`config.mk`:
```
export PLATFORM = sky130hd
export DESIGN_NAME = rf_uart_dump
export DESIGN_NICKNAME = d
export VERILOG_FILES = /design/src/rtl/rf_uart_dump.sv
export SDC_FILE = /design/constraint.sdc
export NUM_CORES = 1
export LEC_CHECK = 0
export BUFFER_PORTS_ARGS = -buffer_cell sky130_fd_sc_hd__buf_2
export CORE_MARGIN = 5
export CORE_UTILIZATION = 50
export CTS_CLUSTER_SIZE = 12
export DETAILED_ROUTE_END_ITERATION = 16
export GPL_ROUTABILITY_DRIVEN = 1
export PLACE_DENSITY = 0.68
export SYNTH_ARGS = -nofsm -noshare
export SYNTH_HDL_FRONTEND = slang
export SYNTH_SLANG_ARGS = --single-unit
```
`constraint.sdc`:
```
create_clock -name clk -period 6.3 [get_ports clk]
set_input_delay 1.26 -clock clk [delete_from_list [all_inputs] [get_ports clk]]
set_output_delay 1.26 -clock clk [all_outputs]
set_load 0.05 [all_outputs]
```
`src/rtl/rf_uart_dump.sv`:
```
// Walks every register-file entry through one read port and prints each one as
// an ASCII line "A:DD\r\n" over an 8N1 UART transmitter.
//
// state     | meaning
// ----------+-------------------------------------------------------------
// IDLE      | line idle high, waiting for a start request
// FETCH     | capture data_rs for the current address, restart char index
// LOAD_CHAR | latch the next character byte of the line
// START_BIT | tx low for one bit time
// DATA_BITS | eight data bits, LSB first
// STOP_BIT  | tx high for one bit time
// NEXT      | advance char index, or address, or finish the dump
// FINISH    | one-cycle done pulse, address wraps to 0
module rf_uart_dump #(
  parameter int N        = 4,
  parameter int W        = 8,
  parameter int CLK_FREQ = 100_000_000,
  parameter int BAUD     = 115200
) (
  input  logic         clk,
  input  logic         rst,
  input  logic         start,
  output logic [N-1:0] addr_rs,
  input  logic [W-1:0] data_rs,
  output logic         tx,
  output logic         busy,
  output logic         done
);

  localparam int HEX      = W / 4;
  localparam int BAUD_DIV = CLK_FREQ / BAUD;
  localparam int BW       = (BAUD_DIV > 1) ? $clog2(BAUD_DIV) : 1;
  localparam int CW       = $clog2(HEX + 4);

  localparam logic [BW-1:0] BAUD_LAST = BW'(BAUD_DIV - 1);
  localparam logic [CW-1:0] CHAR_LAST = CW'(HEX + 3);
  localparam logic [N-1:0]  ADDR_LAST = '1;

  typedef enum logic [2:0] {
    IDLE, FETCH, LOAD_CHAR, START_BIT, DATA_BITS, STOP_BIT, NEXT, FINISH
  } state_t;

  state_t state, state_nxt;

  logic [W-1:0]  shadow;
  logic [CW-1:0] char_idx;
  logic [7:0]    char_byte;
  logic [7:0]    char_nxt;
  logic [BW-1:0] baud_cnt;
  logic [2:0]    bit_cnt;
  logic          baud_tc;

  assign baud_tc = (baud_cnt == '0);

  function automatic logic [7:0] hex_ascii(input logic [3:0] nib);
    return (nib < 4'd10) ? 8'h30 + {4'h0, nib} : 8'h37 + {4'h0, nib};
  endfunction

  // Character for the current index; shadow holds the line's data snapshot.
  always_comb begin
    char_nxt = 8'h0A;
    if (char_idx == '0) begin
      char_nxt = hex_ascii(4'(addr_rs));
    end else if (char_idx == CW'(1)) begin
      char_nxt = 8'h3A;
    end else if (char_idx == CW'(HEX + 2)) begin
      char_nxt = 8'h0D;
    end else begin
      for (int k = 0; k < HEX; k++) begin
        if (char_idx == CW'(k + 2)) char_nxt = hex_ascii(shadow[(HEX-1-k)*4 +: 4]);
      end
    end
  end

  always_ff @(posedge clk) begin
    if (rst) state <= IDLE;
    else     state <= state_nxt;
  end

  always_comb begin
    state_nxt = state;
    case (state)
      IDLE:      if (start) state_nxt = FETCH;
      FETCH:     state_nxt = LOAD_CHAR;
      LOAD_CHAR: state_nxt = START_BIT;
      START_BIT: if (baud_tc) state_nxt = DATA_BITS;
      DATA_BITS: if (baud_tc && bit_cnt == 3'd7) state_nxt = STOP_BIT;
      STOP_BIT:  if (baud_tc) state_nxt = NEXT;
      NEXT: begin
        if (char_idx != CHAR_LAST)     state_nxt = LOAD_CHAR;
        else if (addr_rs != ADDR_LAST) state_nxt = FETCH;
        else                           state_nxt = FINISH;
      end
      FINISH:    state_nxt = IDLE;
      default:   state_nxt = IDLE;
    endcase
  end

  always_comb begin
    tx   = 1'b1;
    busy = (state != IDLE) && (state != FINISH);
    done = (state == FINISH);
    case (state)
      START_BIT: tx = 1'b0;
      DATA_BITS: tx = char_byte[bit_cnt];
      default:   tx = 1'b1;
    endcase
  end

  // Bit timer is a down-counter reloaded at each bit boundary.
  always_ff @(posedge clk) begin
    if (rst) begin
      addr_rs   <= '0;
      shadow    <= '0;
      char_idx  <= '0;
      char_byte <= '0;
      baud_cnt  <= '0;
      bit_cnt   <= '0;
    end else begin
      case (state)
        FETCH: begin
          shadow   <= data_rs;
          char_idx <= '0;
        end
        LOAD_CHAR: begin
          char_byte <= char_nxt;
          baud_cnt  <= BAUD_LAST;
          bit_cnt   <= '0;
        end
        START_BIT, STOP_BIT: begin
          if (baud_tc) baud_cnt <= BAUD_LAST;
          else         baud_cnt <= baud_cnt - BW'(1);
        end
        DATA_BITS: begin
          if (baud_tc) begin
            baud_cnt <= BAUD_LAST;
            bit_cnt  <= bit_cnt + 3'd1;
          end else begin
            baud_cnt <= baud_cnt - BW'(1);
          end
        end
        NEXT: begin
          if (char_idx != CHAR_LAST)     char_idx <= char_idx + CW'(1);
          else if (addr_rs != ADDR_LAST) addr_rs  <= addr_rs + N'(1);
        end
        FINISH:  addr_rs <= '0;
        default: ;
      endcase
    end
  end

endmodule

```
# Yosys cells after proc, flatten, opt, wreduce, memory -nomap -nowiden
# Cells that the tools add are included.
totals:
  regBits: 39
  word_cells: 86
  in_bits: 11
  out_inout_bits: 7
op_classes:
  n_eq_ne: 23
  reduce_logical: 15
  order_cmp: 4
  n_addsub: 10
  mux: 27
ops:
  columns: ["op", "n"]
  rows:
  - ["6-bit by 4-bit adder with 7-bit output, first input constant", 6]
  - ["8-bit 2-to-1 mux", 4]
  - ["7-bit 2-to-1 mux", 4]
  - ["3-bit 2-to-1 mux", 8]
  - ["3-bit case mux with 8 select lines", 1]
  - ["10-bit case mux with 2 select lines", 1]
  - ["3-bit equality test, second input constant", 6]
  - ["2-bit inequality test, second input constant", 8]
  - ["3-bit by 2-bit equality test with 1-bit output, second input constant", 4]
  - ["4-bit < comparator, second input constant", 3]
  - ["3-bit case mux with 2 select lines", 2]
  - ["10-bit logical NOT", 1]
  - ["10-bit 2-to-1 mux", 1]
  - ["10-bit by 1-bit subtractor with 10-bit output, second input constant", 1]
  - ["4-bit 2-to-1 mux", 2]
  - ["4-bit case mux with 2 select lines", 1]
  - ["2-bit nonzero test", 4]
  - ["3-bit by 1-bit adder with 3-bit output, second input constant", 2]
  - ["3-bit by 1-bit equality test with 1-bit output, second input constant", 2]
  - ["3-bit logical NOT", 2]
  - ["3-bit inequality test, second input constant", 2]
  - ["4-bit by 1-bit adder with 4-bit output, second input constant", 1]
  - ["3-bit by 4-bit < comparator with 1-bit output, second input constant", 1]
  - ["4-bit inequality test, second input constant", 1]
  - ["other kinds (9)", 11]

# Logic depth before layout (Yosys ltp)
logic_depth:
  ltp_word: 7
  mapped_depth: 8
  depth_no_buf: 6

# Worst setup path before layout
# OpenSTA, ideal clock, no wires.
synth_path:
  path_kind: "flip-flop to output port"
  startpoint: "register bit_cnt[0]"
  endpoint: "output tx"
  stages_incl_launch_ff: 4
  t_arrival_ps: 1849
  setup_slack_ps: 3191
  path_buffers: 0
  required_ps: 5040
  path_cell_list: "dfxtp_1 -> mux4_2 -> o21ai_0 -> a21boi_0"
synth_via:
  elab_chain_cells: 3
synth_rtl:
  columns: ["item", "line_no", "source"]
  rows:
  - ["start: declaration", "50", "logic [2:0] bit_cnt;"]
  - ["start signal: assignment", "137", "bit_cnt <= bit_cnt + 3'd1;"]
  - ["1-bit binary-select mux with 3-bit select", "105", "DATA_BITS: tx = char_byte[bit_cnt];"]
  - ["1-bit 2-to-1 mux (implied by the code)", "105", null]
  - ["1-bit case mux with 2 select lines", "103", "case (state)"]
  - ["end: declaration", "25", "output logic tx,"]
# Every way passes these cells. The select of a mux whose other input is x is not followed.

# Worst setup path in the final report
layout_path:
  startpoint: "register state[2]"
  endpoint: "output tx"
layout_via:
  elab_chain_cells: 2
  word_cells_on_any_way: 3
  cone_classes: "eq/ne: 2; mux: 1"
layout_rtl:
  columns: ["item", "line_no", "source"]
  rows:
  - ["start: declaration", "43", "state_t state, state_nxt;"]
  - ["start signal: assignment", "77", "else state <= state_nxt;"]
  - ["3-bit equality test or 3-bit by 2-bit equality test with 1-bit output (tied branches)", "103", null]
  - ["1-bit case mux with 2 select lines (*)", "103", null]
# Every way passes the cells marked *; elsewhere a longest branch is shown, timed or not.

==> metrics.txt <==
outcome complete, no violations; initial core utilization 51.7%; global route overflow 0; ant diodes 0; CP Capture Type output port; htree depth 2; Sw Share 38.0%; crit path setup slack, layout 3.06 ns; hold path depth 2; largest net degree at the start of global routing 41; fraction of layout cells with a size suffix above 1 13.0%; Post-DP Area 0.00256 mm²; yosys warns 0; CP startpoint kind register; GRT Total Usage 19.3%; Die Height 80.1 µm; Yosys cell types 60; Clk network pwr share 27.1%; Flop pwr share 37.5%; critical path's slowest cell dfxtp_1; CTS clk-pin slew, worst paths 0.08 ns; HP Class reg -> reg; initial antenna violation count 0; Fmax 308 MHz; relative slew slack 32.2%; CP Buf/Inv Count 1; fin crit share 51.5%; Detail Placement HPWL 3950 µm; cell area after technology mapping 0.00246 mm²; ranking of synthesized cells by area dfxtp_1, ha_1, a21oi_1, nor2_1, mux2i_1; core area 0.00475 mm²; Worst path depth 3; Post-CTS Resized 0; Synth top area share 31.0%; dpl cells 367; CTS tree yes; hold_buf cts 0; flop-to-flop setup slack 3.91 ns; Routed WL 5580 µm; count leader, synth dfxtp_1; first-pass GRT wire length 9810 µm; Nets 330; syn_area_per_cell 8.16 µm²; Avg Vias per Cell 5.87; Routability Congestion 0.890; DR vias 2203; cell accounting for the most synthesized area dfxtp_1; main flop type after synthesis dfxtp_1; delay-heaviest family, CP flip-flops; clk sinks 38; commonest cells in the synthesized netlist dfxtp_1, nor2_1, a21oi_1; Crit Path Category reg -> out; Setup Buffers After CTS 0; Yosys reg bits 38; Int Pwr 0.595 mW; Max-cap violations 0; Worst Path Required 5.04 ns; Layout area overhead 9.93%; Final min period 3.24 ns; Async SR Flop Fraction 0%; Hold Fails Final Rpt 0; Final Instance Count excl. Fillers 375; setup tns final 0 ns; io pins 18; Placement Setup Slack 3.43 ns; Sw Pwr 0.365 mW; slowest cell delay on critical path 0.77 ns; Finished Cell Area 0.00270 mm²; vias in the first global route 2044; Layout Utilization 56.8%; Final ANT Viol Nets 0; EDFF count, synth 0; Max IR drop VDD 0.132 mV; crit path max fanout 21; Initial DRC Count 153; Root Driver clkbuf_8; # rows 25; Wirelength per Cell 14.9 µm; PwrDens 355 mW/mm²; skew final 0.00471 ns; final count of pins violating max slew 0; worst path arrival time 1.98 ns; DRC violations left 0; Clock Latency Late Sink 0.30 ns; R2R cell count 6; drt pass-1 iters 4; Synth Instances 301; count of port buffers added during placement 17; final setup vio count 0; CTS buffer count 5; syn_nets 324; Horiz. Die Dim 80.1 µm; unrepaired setup endpoints after global routing no; Leak 0.976 nW; clk buf depth 2; Worst-Margin Slew 1.01 ns; CP Cell Sequence nor3b_1 > a21boi_0 > buf_2; Die Area 0.00641 mm²; sequential area share after synthesis 31.0%; combinational cell fraction of total power 35.4%
==> final timing paths <==
kind | startpoint | end
max | state[2] | tx
min | char_byte[3] | char_byte[3]
max reg2reg | char_idx[2] | char_byte[2]
min reg2reg | char_byte[3] | char_byte[3]
==> metal layers <==
metal / global-route usage [%] / vias up / part of all wire, %
li1: - / 1130 / -
met1: 26.0 / 1025 / 50
met2: 30.3 / 39 / 45
met3: 3.70 / 9 / 3.2
met4: 7.43 / 0 / 1.6
met5: 0 / - / 0
==> worst register-to-register path, cell delays in order, from the launching register on <==
cell and delay, ns:
dfxtp_1 0.65, inv_1 0.13, ha_1 0.32, or3b_2 0.51, a211oi_1 0.25, o32ai_1 0.14
a311oi_1 0.30
==> logic make-up after synthesis <==
kind of cell	after synthesis	synth area share, %
xor gates and xnor gates	4	1.43
AOI/OAI and AO/OA	86	23.6
muxes	15	6.78
and+or+nand+nor	111	25.6
DFF	38	31.0
buffers and inverters	35	5.50
adders and majority gates	12	6.11
==> through the flow <==
step,hold slack (ns),power [mW]
5_1_grt,0.498,1.03
3_3_place_gp,0.446,0.696
6_report,0.470,0.960
3_5_place_dp,0.463,0.703
2_1_floorplan,0.433,0.631
4_1_cts,0.474,0.967
==> state kept, by name, indices dropped and copies added, names as in the netlist <==
name	cells
addr_rs	4
baud_cnt	10
bit_cnt	3
char_byte	7
char_idx	3
shadow	8
state	3
==> cells in the final DEF (no fill, tap or decap), drive strengths merged, types with 4 or more instances in the layout <==
master,count
ha,12
mux2i,11
nor3,9
nor3b,7
nor2b,6
nand3b,5
buf,18
inv,16
clkbuf,6
a211oi,5
nand2,15
nand3,11
o221ai,4
and3,5
a21oi,23
a31oi,9
nor2,30
o21ai,15
dfxtp,38
==> area by class of cell <==
cell class	instances	area [µm²]
clock buffer	6	82.6
inverter	16	60.1
multi-input combinational	228	1560
fill	461	2050
sequential	38	761
tap	67	83.8
clock inverter	2	60.1
timing repair buffer	18	92.6
==> power by group through the flow <==
stage | Clock (mW) | Sequential [mW] | Combinational (mW)
final | 0.260 | 0.360 | 0.340
after global routing | 0.275 | 0.371 | 0.383
after CTS | 0.266 | 0.359 | 0.342
after detailed placement | 0 | 0.365 | 0.339
after global placement | 0 | 0.361 | 0.334
after floorplan | 0 | 0.328 | 0.303
No activity file was read; power rests on OpenSTA's default activity.
